[config.mk]
export PLATFORM = sky130hd
export DESIGN_NAME = uart_rx
export DESIGN_NICKNAME = d
export VERILOG_FILES = /design/src/rtl/uart_rx.sv
export SDC_FILE = /design/constraint.sdc
export NUM_CORES = 1
export LEC_CHECK = 0
export CAP_MARGIN = 20
export CORE_AREA = 3 3 56 58
export DETAILED_ROUTE_END_ITERATION = 10
export DIE_AREA = 0 0 59 61
export GPL_TIMING_DRIVEN = 0
export PLACE_DENSITY = 0.71
export SYNTH_ARGS = -nofsm -noshare
export SYNTH_HDL_FRONTEND = slang
export SYNTH_SLANG_ARGS = --single-unit
[constraint.sdc]
create_clock -name i_Clock -period 3.3 [get_ports i_Clock]
set_clock_uncertainty 0.2 [all_clocks]
set_input_delay 0.495 -clock i_Clock [delete_from_list [all_inputs] [get_ports i_Clock]]
set_output_delay 0.495 -clock i_Clock [all_outputs]
set_load 0.005 [all_outputs]
[src/rtl/uart_rx.sv]
// -----------------------------------------------------------------------------
// uart_rx
//   8N1 UART receiver with mid-bit sampling, start-bit glitch rejection and
//   break handling after a framing error.
//
//   Parameters
//     CLKS_PER_BIT   clock cycles per serial bit (4..65535)
//
//   Ports
//     i_Clock        sole clock, all state on the rising edge
//     i_Reset        synchronous, active-high reset
//     i_RX_Serial    asynchronous serial line, idle high, LSB first
//     o_RX_DV        one-cycle pulse: o_RX_Byte holds a freshly received byte
//     o_RX_Byte      last correctly framed byte, held until the next o_RX_DV
//     o_RX_Active    high while a frame is in progress (START, DATA, STOP)
//     o_RX_Frame_Err one-cycle pulse: stop bit was sampled low
// -----------------------------------------------------------------------------
module uart_rx #(
    parameter int CLKS_PER_BIT = 217
) (
    input  logic       i_Clock,
    input  logic       i_Reset,
    input  logic       i_RX_Serial,
    output logic       o_RX_DV,
    output logic [7:0] o_RX_Byte,
    output logic       o_RX_Active,
    output logic       o_RX_Frame_Err
);

    localparam int SYNC_STAGES = 2;
    localparam int CNT_W       = $clog2(CLKS_PER_BIT);

    // Counter terminal values: the start bit is sampled half a bit after the
    // falling edge, every later bit one full bit period after the previous one.
    localparam logic [CNT_W-1:0] HALF_LAST = CNT_W'(CLKS_PER_BIT / 2 - 1);
    localparam logic [CNT_W-1:0] BIT_LAST  = CNT_W'(CLKS_PER_BIT - 1);

    typedef enum logic [2:0] {
        IDLE,
        START,
        DATA,
        STOP,
        BREAK
    } state_t;

    // -------------------------------------------------------------------------
    // Input synchronizer (flops reset to the idle-high line level)
    // -------------------------------------------------------------------------
    logic [SYNC_STAGES-1:0] sync_reg;
    logic [SYNC_STAGES-1:0] sync_next;
    logic                   rx_s;

    generate
        for (genvar gi = 0; gi < SYNC_STAGES; gi++) begin : g_sync
            if (gi == 0) begin : g_first
                assign sync_next[gi] = i_RX_Serial;
            end else begin : g_rest
                assign sync_next[gi] = sync_reg[gi-1];
            end
        end
    endgenerate

    always_ff @(posedge i_Clock) begin
        if (i_Reset) begin
            sync_reg <= '1;
        end else begin
            sync_reg <= sync_next;
        end
    end

    assign rx_s = sync_reg[SYNC_STAGES-1];

    // -------------------------------------------------------------------------
    // Receive FSM
    // -------------------------------------------------------------------------
    state_t           state_reg,  state_next;
    logic [CNT_W-1:0] cnt_reg,    cnt_next;
    logic [2:0]       bit_reg,    bit_next;
    logic [7:0]       shift_reg,  shift_next;
    logic [7:0]       byte_reg,   byte_next;
    logic             dv_reg,     dv_next;
    logic             ferr_reg,   ferr_next;

    always_ff @(posedge i_Clock) begin
        if (i_Reset) begin
            state_reg <= IDLE;
            cnt_reg   <= '0;
            bit_reg   <= '0;
            shift_reg <= '0;
            byte_reg  <= '0;
            dv_reg    <= 1'b0;
            ferr_reg  <= 1'b0;
        end else begin
            state_reg <= state_next;
            cnt_reg   <= cnt_next;
            bit_reg   <= bit_next;
            shift_reg <= shift_next;
            byte_reg  <= byte_next;
            dv_reg    <= dv_next;
            ferr_reg  <= ferr_next;
        end
    end

    always_comb begin
        state_next = state_reg;
        cnt_next   = cnt_reg;
        bit_next   = bit_reg;
        shift_next = shift_reg;
        byte_next  = byte_reg;
        dv_next    = 1'b0;
        ferr_next  = 1'b0;

        unique case (state_reg)
            IDLE: begin
                cnt_next = '0;
                if (!rx_s) begin
                    state_next = START;
                end
            end

            START: begin
                if (cnt_reg == HALF_LAST) begin
                    cnt_next = '0;
                    if (!rx_s) begin
                        state_next = DATA;
                        bit_next   = '0;
                    end else begin
                        // Line went back high before mid start bit: a glitch.
                        state_next = IDLE;
                    end
                end else begin
                    cnt_next = cnt_reg + 1'b1;
                end
            end

            DATA: begin
                if (cnt_reg == BIT_LAST) begin
                    cnt_next   = '0;
                    shift_next = {rx_s, shift_reg[7:1]};
                    if (bit_reg == 3'd7) begin
                        state_next = STOP;
                    end else begin
                        bit_next = bit_reg + 3'd1;
                    end
                end else begin
                    cnt_next = cnt_reg + 1'b1;
                end
            end

            STOP: begin
                if (cnt_reg == BIT_LAST) begin
                    cnt_next = '0;
                    if (rx_s) begin
                        dv_next    = 1'b1;
                        byte_next  = shift_reg;
                        state_next = IDLE;
                    end else begin
                        ferr_next  = 1'b1;
                        state_next = BREAK;
                    end
                end else begin
                    cnt_next = cnt_reg + 1'b1;
                end
            end

            BREAK: begin
                // Wait out a held-low line so it cannot spawn phantom frames.
                cnt_next = '0;
                if (rx_s) begin
                    state_next = IDLE;
                end
            end

            default: begin
                state_next = IDLE;
                cnt_next   = '0;
            end
        endcase
    end

    assign o_RX_DV        = dv_reg;
    assign o_RX_Byte      = byte_reg;
    assign o_RX_Frame_Err = ferr_reg;
    assign o_RX_Active    = (state_reg == START) || (state_reg == DATA) ||
                            (state_reg == STOP);

endmodule

==> impl_results.md, run 1 <==
* Final setup vio count at 0
* Max stage delay on crit path at 0.61 ns
* Crit path capture type: flop
* Overflow after GRT at 0
* Flops & latches, synth at 34
* Hold Path Class: flop to flop
* Initial antenna violation count at 0
* Final Hold Vio Count at 0
* FP Rows at 19
* Post-synthesis cell area at 1450 um^2
* Required @ worst endpoint at 3.33 ns
* Root Buffer: clkbuf_4
* Final period utilization at 65.5%
* Worst slew pin tran at 0.674 ns
* Number of synthesized flops with an enable pin at 0
* Util after Layout at 62.4%
* Fin Hold WS at 0.233 ns
* Routed wire length per instance at 13.3 um
* Inserted Clock Buffers at 5
* Nets at 175
* First-pass GRT wire length at 4440 um
* FILL cells at 261
* VDD IR max at 0.333 mV
* Max cap viols at 0
* Synth warn at 0
* Vias in the first global route at 998
* Synth Instances at 149
* Post-route DRC at 0
* Seq/Total Area, Yosys at 46.9%
* Synth unique cells at 36
* Hold buffer count at cts at 0
* Slew Limit Fails at 0
* Clock sinks at 34
* Number of diodes at 0
* FMAX at 462 MHz
* Commonest non-fill, non-tap cell in the layout: dfxtp_1
* Post-Syn Nets at 156
* Vias at 1081
* CP arrival at 2.19 ns
* Area Overhead vs Synth at 16.6%
* Syn_area_per_cell at 9.73 um^2
* Setup CP Type: flop to flop
* Clock slew at reported path FFs at 0.09 ns
* Post-cts gate resize count at 0
* Drt pass-1 iters at 4
* Share of layout cells above drive strength 1 at 11.3%
* Pwr Density at 445 nW/um^2
* Crit-path cells: ha_1 -> nand4bb_1 -> a222oi_1 -> or2_2 -> buf_4 -> nor2_1
* RSZ-0062 raised after global routing: false
* Setup TNS at 0 ns
* I/O Buffers at 12
* Post-synth top area share at 46.9%
* Most used DFF post-synth: dfxtp_1
* Element type at the critical path start: flop
* Final ANT Viol Nets at 0
* Core area at 2710 um^2
* Starting Density at 53.5%
* Worst Path Max Fanout at 8
* Largest area contributor in the synthesized netlist: dfxtp_1
* Largest net degree at the start of global routing at 11
* Slew HR at 55.1%
* GRT Total Usage at 16.8%
* Final GP Congestion at 0.852
* Minimum clock period at 2.16 ns
* Clock H-tree levels at 2
* Iteration-0 DRC count of the detailed router at 34
* Via density at 5.43
* Die ar. at 3600 um^2
* Die Ht at 61 um
* Hpwl dp at 1860 um
* Horiz. Die Dim at 59 um
* Async SR Flop Fraction at 0%
* TritonCTS clock tree: yes
* Leak at 0.663 nW
* Post-CTS Setup Bufs at 0
* Most frequent cells in the layout: dfxtp_1 (34), nor2_1 (29), mux2i_1 (17), clkdlybuf4s50_1 (12), clkbuf_4 (5)
* Clock buffer depth at 2
* Final Routed Wirelength at 2650 um
* Synth top area cells: dfxtp_1 (47%), mux2i_1 (12%), nor2_1 (7.5%), ha_1 (3.5%), xnor2_1 (2.4%)
* # IOs at 14
* Worst-Skew Late Latency at 0.33 ns
* Slowest CP cell: a222oi_1
* Status: finished clean
## routing by layer
layer	vias up	part of all wire, %	GRT usage (%)
met5	-	0	0
met3	6	4.7	5.96
met4	0	1.8	6.80
met2	18	48	26.5
met1	499	45	20.9
li1	558	-	-
## final timing paths
kind	from	to	slack [ns]	depth (start not counted)
worst max register to register	cnt_reg[0]$_SDFF_PP0_	cnt_reg[5]$_SDFF_PP0_	1.14	6
worst max-delay path	cnt_reg[0]$_SDFF_PP0_	cnt_reg[5]$_SDFF_PP0_	1.14	6
worst min register to register	sync_reg[0]$_SDFF_PP1_	sync_reg[1]$_SDFF_PP1_	0.23	1
worst min-delay path	sync_reg[0]$_SDFF_PP1_	sync_reg[1]$_SDFF_PP1_	0.23	1
## worst max-delay path: cells and delay by family, from the launching register on
family | cells | cell delay [ns]
adder cells (fa/ha/maj) | 1 | 0.27
AND/OR/NAND/NOR | 3 | 0.44
AO/OA/AOI/OAI | 1 | 0.61
buffers and inverters | 1 | 0.15
flip-flops | 1 | 0.40
## cell families after synthesis
family          Yosys count  share of synthesized area [%]
buf+inv                  12                           3.88
mux                      18                           12.5
fa+ha+maj                 4                           3.45
simple gates             61                           22.7
compound gates           14                           6.90
flops                    34                           46.9
xor+xnor                  6                           3.62
## synthesized netlist by cell type, types with 2 or more instances
cell / n
a211oi_1: 2
a21oi_1: 3
a22o_1: 3
buf_2: 3
buf_4: 2
clkbuf_1: 4
dfxtp_1: 34
ha_1: 4
inv_1: 3
mux2i_1: 17
nand2_1: 4
nand2b_1: 2
nand3_1: 4
nand3b_1: 2
nor2_1: 29
nor2b_1: 2
nor3b_1: 2
nor4_1: 2
o21ai_0: 2
or2_2: 4
or4b_1: 2
xnor2_1: 4
xor2_1: 2
## power by group
part / switching [mW] / internal (mW) / total [mW] / leakage [nW]
Clock: 0.130 / 0.176 / 0.306 / 0.0443
Combinational: 0.0168 / 0.0125 / 0.0292 / 0.345
Sequential: 0.00286 / 0.413 / 0.416 / 0.274
Total: 0.150 / 0.602 / 0.752 / 0.663
## cell type report
class / instances / area [um^2] / share of cell area, %
clock buffers: 6 / 51.3 / 3.03
clock inverters: 1 / 30.0 / 1.78
repair buffers: 12 / 120 / 7.11
well taps: 31 / 38.8 / 2.29
plain buffers: 9 / 45.0 / 2.66
flip-flops and latches: 34 / 681 / 40.3
multi-input cells: 103 / 713 / 42.2
inverters: 3 / 11.3 / 0.666
## per-stage QoR
step	power, mW	cells	cell area (um^2)	setup WS [ns]
after CTS	0.764	199	1690	1.12
after detailed placement	0.455	192	1610	1.14
after floorplan	0.447	149	1450	1.33
final	0.752	199	1690	1.14
after global routing	0.782	199	1690	0.939
after global placement	0.454	192	1610	1.16
No activity file was read; power rests on OpenSTA's default activity.
==> inputs of run 2 (changes only) <==
--- a/config.mk
+++ b/config.mk
@@ -6,11 +6,11 @@
 export NUM_CORES = 1
 export LEC_CHECK = 0
 export CAP_MARGIN = 20
-export CORE_AREA = 3 3 56 58
+export CORE_AREA = 3 3 58 60
 export DETAILED_ROUTE_END_ITERATION = 10
-export DIE_AREA = 0 0 59 61
+export DIE_AREA = 0 0 61 63
 export GPL_TIMING_DRIVEN = 0
-export PLACE_DENSITY = 0.71
+export PLACE_DENSITY = 0.7
 export SYNTH_ARGS = -nofsm -noshare
 export SYNTH_HDL_FRONTEND = slang
 export SYNTH_SLANG_ARGS = --single-unit
==> constraint.sdc (replaced) <==
create_clock -name i_Clock -period 1.9 [get_ports i_Clock]
set_clock_uncertainty 0.2 [all_clocks]
set_input_delay 0.285 -clock i_Clock [delete_from_list [all_inputs] [get_ports i_Clock]]
set_output_delay 0.285 -clock i_Clock [all_outputs]
set_load 0.005 [all_outputs]
==> impl_results.md, run 2 (same netlist as run 1, synthesis figures left out) <==
* Status: finished with violations (was finished clean)
* Violated checks: setup timing
* Iteration-0 DRC count of the detailed router at 43 (was 34)
* Leak at 0.700 nW (was 0.663 nW)
* # IOs at 14 (unchanged)
* Worst-Skew Late Latency at 0.33 ns (about the same)
* RSZ-0062 raised after global routing: true (was false)
* Setup TNS at -0.0392 ns (was 0 ns)
* Inserted Clock Buffers at 5 (unchanged)
* Final setup vio count at 1 (was 0)
* Dpl cell area at 1630 um^2 (was 1610 um^2)
* GRT Total Usage at 16.5% (was 16.8%)
* CP arrival at 1.97 ns (was 2.19 ns)
* Clock H-tree levels at 2 (unchanged)
* Element type at the critical path start: flop (unchanged)
* Horiz. Die Dim at 61 um (was 59 um)
* Sequential Power Share at 60.7% (was 55.4%)
* FP Rows at 20 (was 19)
* Worst Setup SP: bit_reg[1]$_SDFFE_PP0P_ (was cnt_reg[0]$_SDFF_PP0_)
* Die ar. at 3840 um^2 (was 3600 um^2)
* Routed wire length per instance at 14.2 um (was 13.3 um)
* Area of the multi-input gates at 825 um^2 (was 713 um^2)
* I/O Buffers at 12 (unchanged)
* Final Routed Wirelength at 2960 um (was 2650 um)
* Worst slew pin tran at 0.470 ns (was 0.674 ns)
* Final ANT Viol Nets at 0 (unchanged)
* Place WS at -0.311 ns (was 1.14 ns)
* Number of diodes at 0 (unchanged)
* Internal power at 0.922 mW (was 0.602 mW)
* Register area at 692 um^2 (was 681 um^2)
* Fin Hold WS at 0.224 ns (was 0.233 ns)
* Clock sinks at 34 (unchanged)
* Final period utilization at 102% (was 65.5%)
* Clock buffer depth at 2 (unchanged)
* Area Overhead vs Synth at 28.6% (was 16.6%)
* Slew HR at 68.7% (was 55.1%)
* Most frequent cells in the layout: nor2_1 (29), dfxtp_1 (29), mux2i_1 (16), clkdlybuf4s50_1 (11), buf_4 (7) (was dfxtp_1 (34), nor2_1 (29), mux2i_1 (17), clkdlybuf4s50_1 (12), clkbuf_4 (5))
* Critical hold path startpoint: sync_reg[0]$_SDFF_PP1_ (unchanged)
* TritonCTS clock tree: yes (unchanged)
* Root Buffer: clkbuf_4 (unchanged)
* Core area at 2980 um^2 (was 2710 um^2)
* Final Instance Area at 1860 um^2 (was 1690 um^2)
* Overflow after GRT at 0 (unchanged)
* First-pass GRT wire length at 4710 um (was 4440 um)
* Sw Ratio at 22.5% (was 19.9%)
* Initial antenna violation count at 0 (unchanged)
* VDD IR max at 0.470 mV (was 0.333 mV)
* Final GP Congestion at 0.820 (was 0.852)
* Clk pwr share at 34.3% (was 40.8%)
* FMAX at 516 MHz (was 462 MHz)
* Starting Density at 48.7% (was 53.5%)
* Crit path capture type: flop (unchanged)
* Slew Limit Fails at 0 (unchanged)
* Combinational share of power at 5.0% (was 3.9%)
* Worst Path Max Fanout at 3 (was 8)
* Share of layout cells above drive strength 1 at 25.0% (was 11.3%)
* Pwr Density at 639 nW/um^2 (was 445 nW/um^2)
* RR Startpoint: bit_reg[1]$_SDFFE_PP0P_ (was cnt_reg[0]$_SDFF_PP0_)
* Hold Path Class: flop to flop (unchanged)
* Hpwl dp at 1930 um (was 1860 um)
* Max cap viols at 0 (unchanged)
* Final Hold Vio Count at 0 (unchanged)
* Post-route DRC at 0 (unchanged)
* Final worst slack at -0.0392 ns (was 1.14 ns)
* Nets at 182 (was 175)
* FILL cells at 246 (was 261)
* Via density at 5.43 (about the same)
* Setup CP Type: flop to flop (unchanged)
* Net load switching power at 0.268 mW (was 0.150 mW)
* Required @ worst endpoint at 1.93 ns (was 3.33 ns)
* Minimum clock period at 1.94 ns (was 2.16 ns)
* Clock slew at reported path FFs at 0.10 ns (was 0.09 ns)
* Die Ht at 63 um (was 61 um)
* Drt pass-1 iters at 4 (unchanged)
* Vias at 1134 (was 1081)
* Largest net degree at the start of global routing at 11 (unchanged)
* Vias in the first global route at 1031 (was 998)
run 2: layout make-up:
cell class                 count  area share (%)
multi-input combinational    103            44.2
inverter                       3           0.604
clock buffer                   7            2.95
buffer                         8            2.15
sequential                    34            37.1
clock inverter                 1           0.268
timing repair buffer          20            10.5
tap                           33            2.21
run 2: stage by stage:
stage | power [mW] | cells | utilization, %
2_1_floorplan | 0.777 | 149 | -
6_report | 1.19 | 209 | 62.6
3_3_place_gp | 0.790 | 194 | 54.9
4_1_cts | 1.20 | 209 | 60.4
5_1_grt | 1.25 | 209 | 62.6
3_5_place_dp | 0.793 | 194 | 54.9
run 2: per-layer routing:
metal | routed length [um] | share of wire [%] | GRT usage, % | up-vias
met1 | 1410 | 48 | 20.5 | 546
li1 | - | - | - | 569
met4 | 28 | 0.95 | 7.86 | 0
met3 | 68 | 2.3 | 5.79 | 5
met5 | 0 | 0 | 0 | -
met2 | 1450 | 49 | 25.0 | 14
run 2: final timing paths:
| check | depth (start not counted) | slack (ns) | end |
|---|---|---|---|
| worst max-delay path | 6 | -0.04 | bit_reg[0]$_SDFFE_PP0P_ |
| worst min-delay path | 1 | 0.22 | sync_reg[1]$_SDFF_PP1_ |
| worst max register to register | 6 | -0.04 | bit_reg[0]$_SDFFE_PP0P_ |
| worst min register to register | 1 | 0.22 | sync_reg[1]$_SDFF_PP1_ |
run 2: worst max-delay path: stages (launching register included):
cell	delay, ns
dfxtp_2	0.35
ha_4	0.16
ha_4	0.15
or4b_4	0.49
o22ai_4	0.13
a21oi_4	0.09
mux2_4	0.27
run 2: what timing repair did:
action	4_1_cts	5_1_grt
buffers inserted	7	1
pin swaps	5	5
setup endpoints to repair	19	30
resized for setup	11	13
hold buffers	0	0
run 2: power by group through the flow:
stage / combinational [mW] / sequential (mW) / clock [mW]
after floorplan: 0.0387 / 0.739 / 0
after global placement: 0.0500 / 0.740 / 0
after detailed placement: 0.0523 / 0.741 / 0
after CTS: 0.0578 / 0.725 / 0.419
after global routing: 0.0661 / 0.724 / 0.460
final: 0.0597 / 0.723 / 0.408
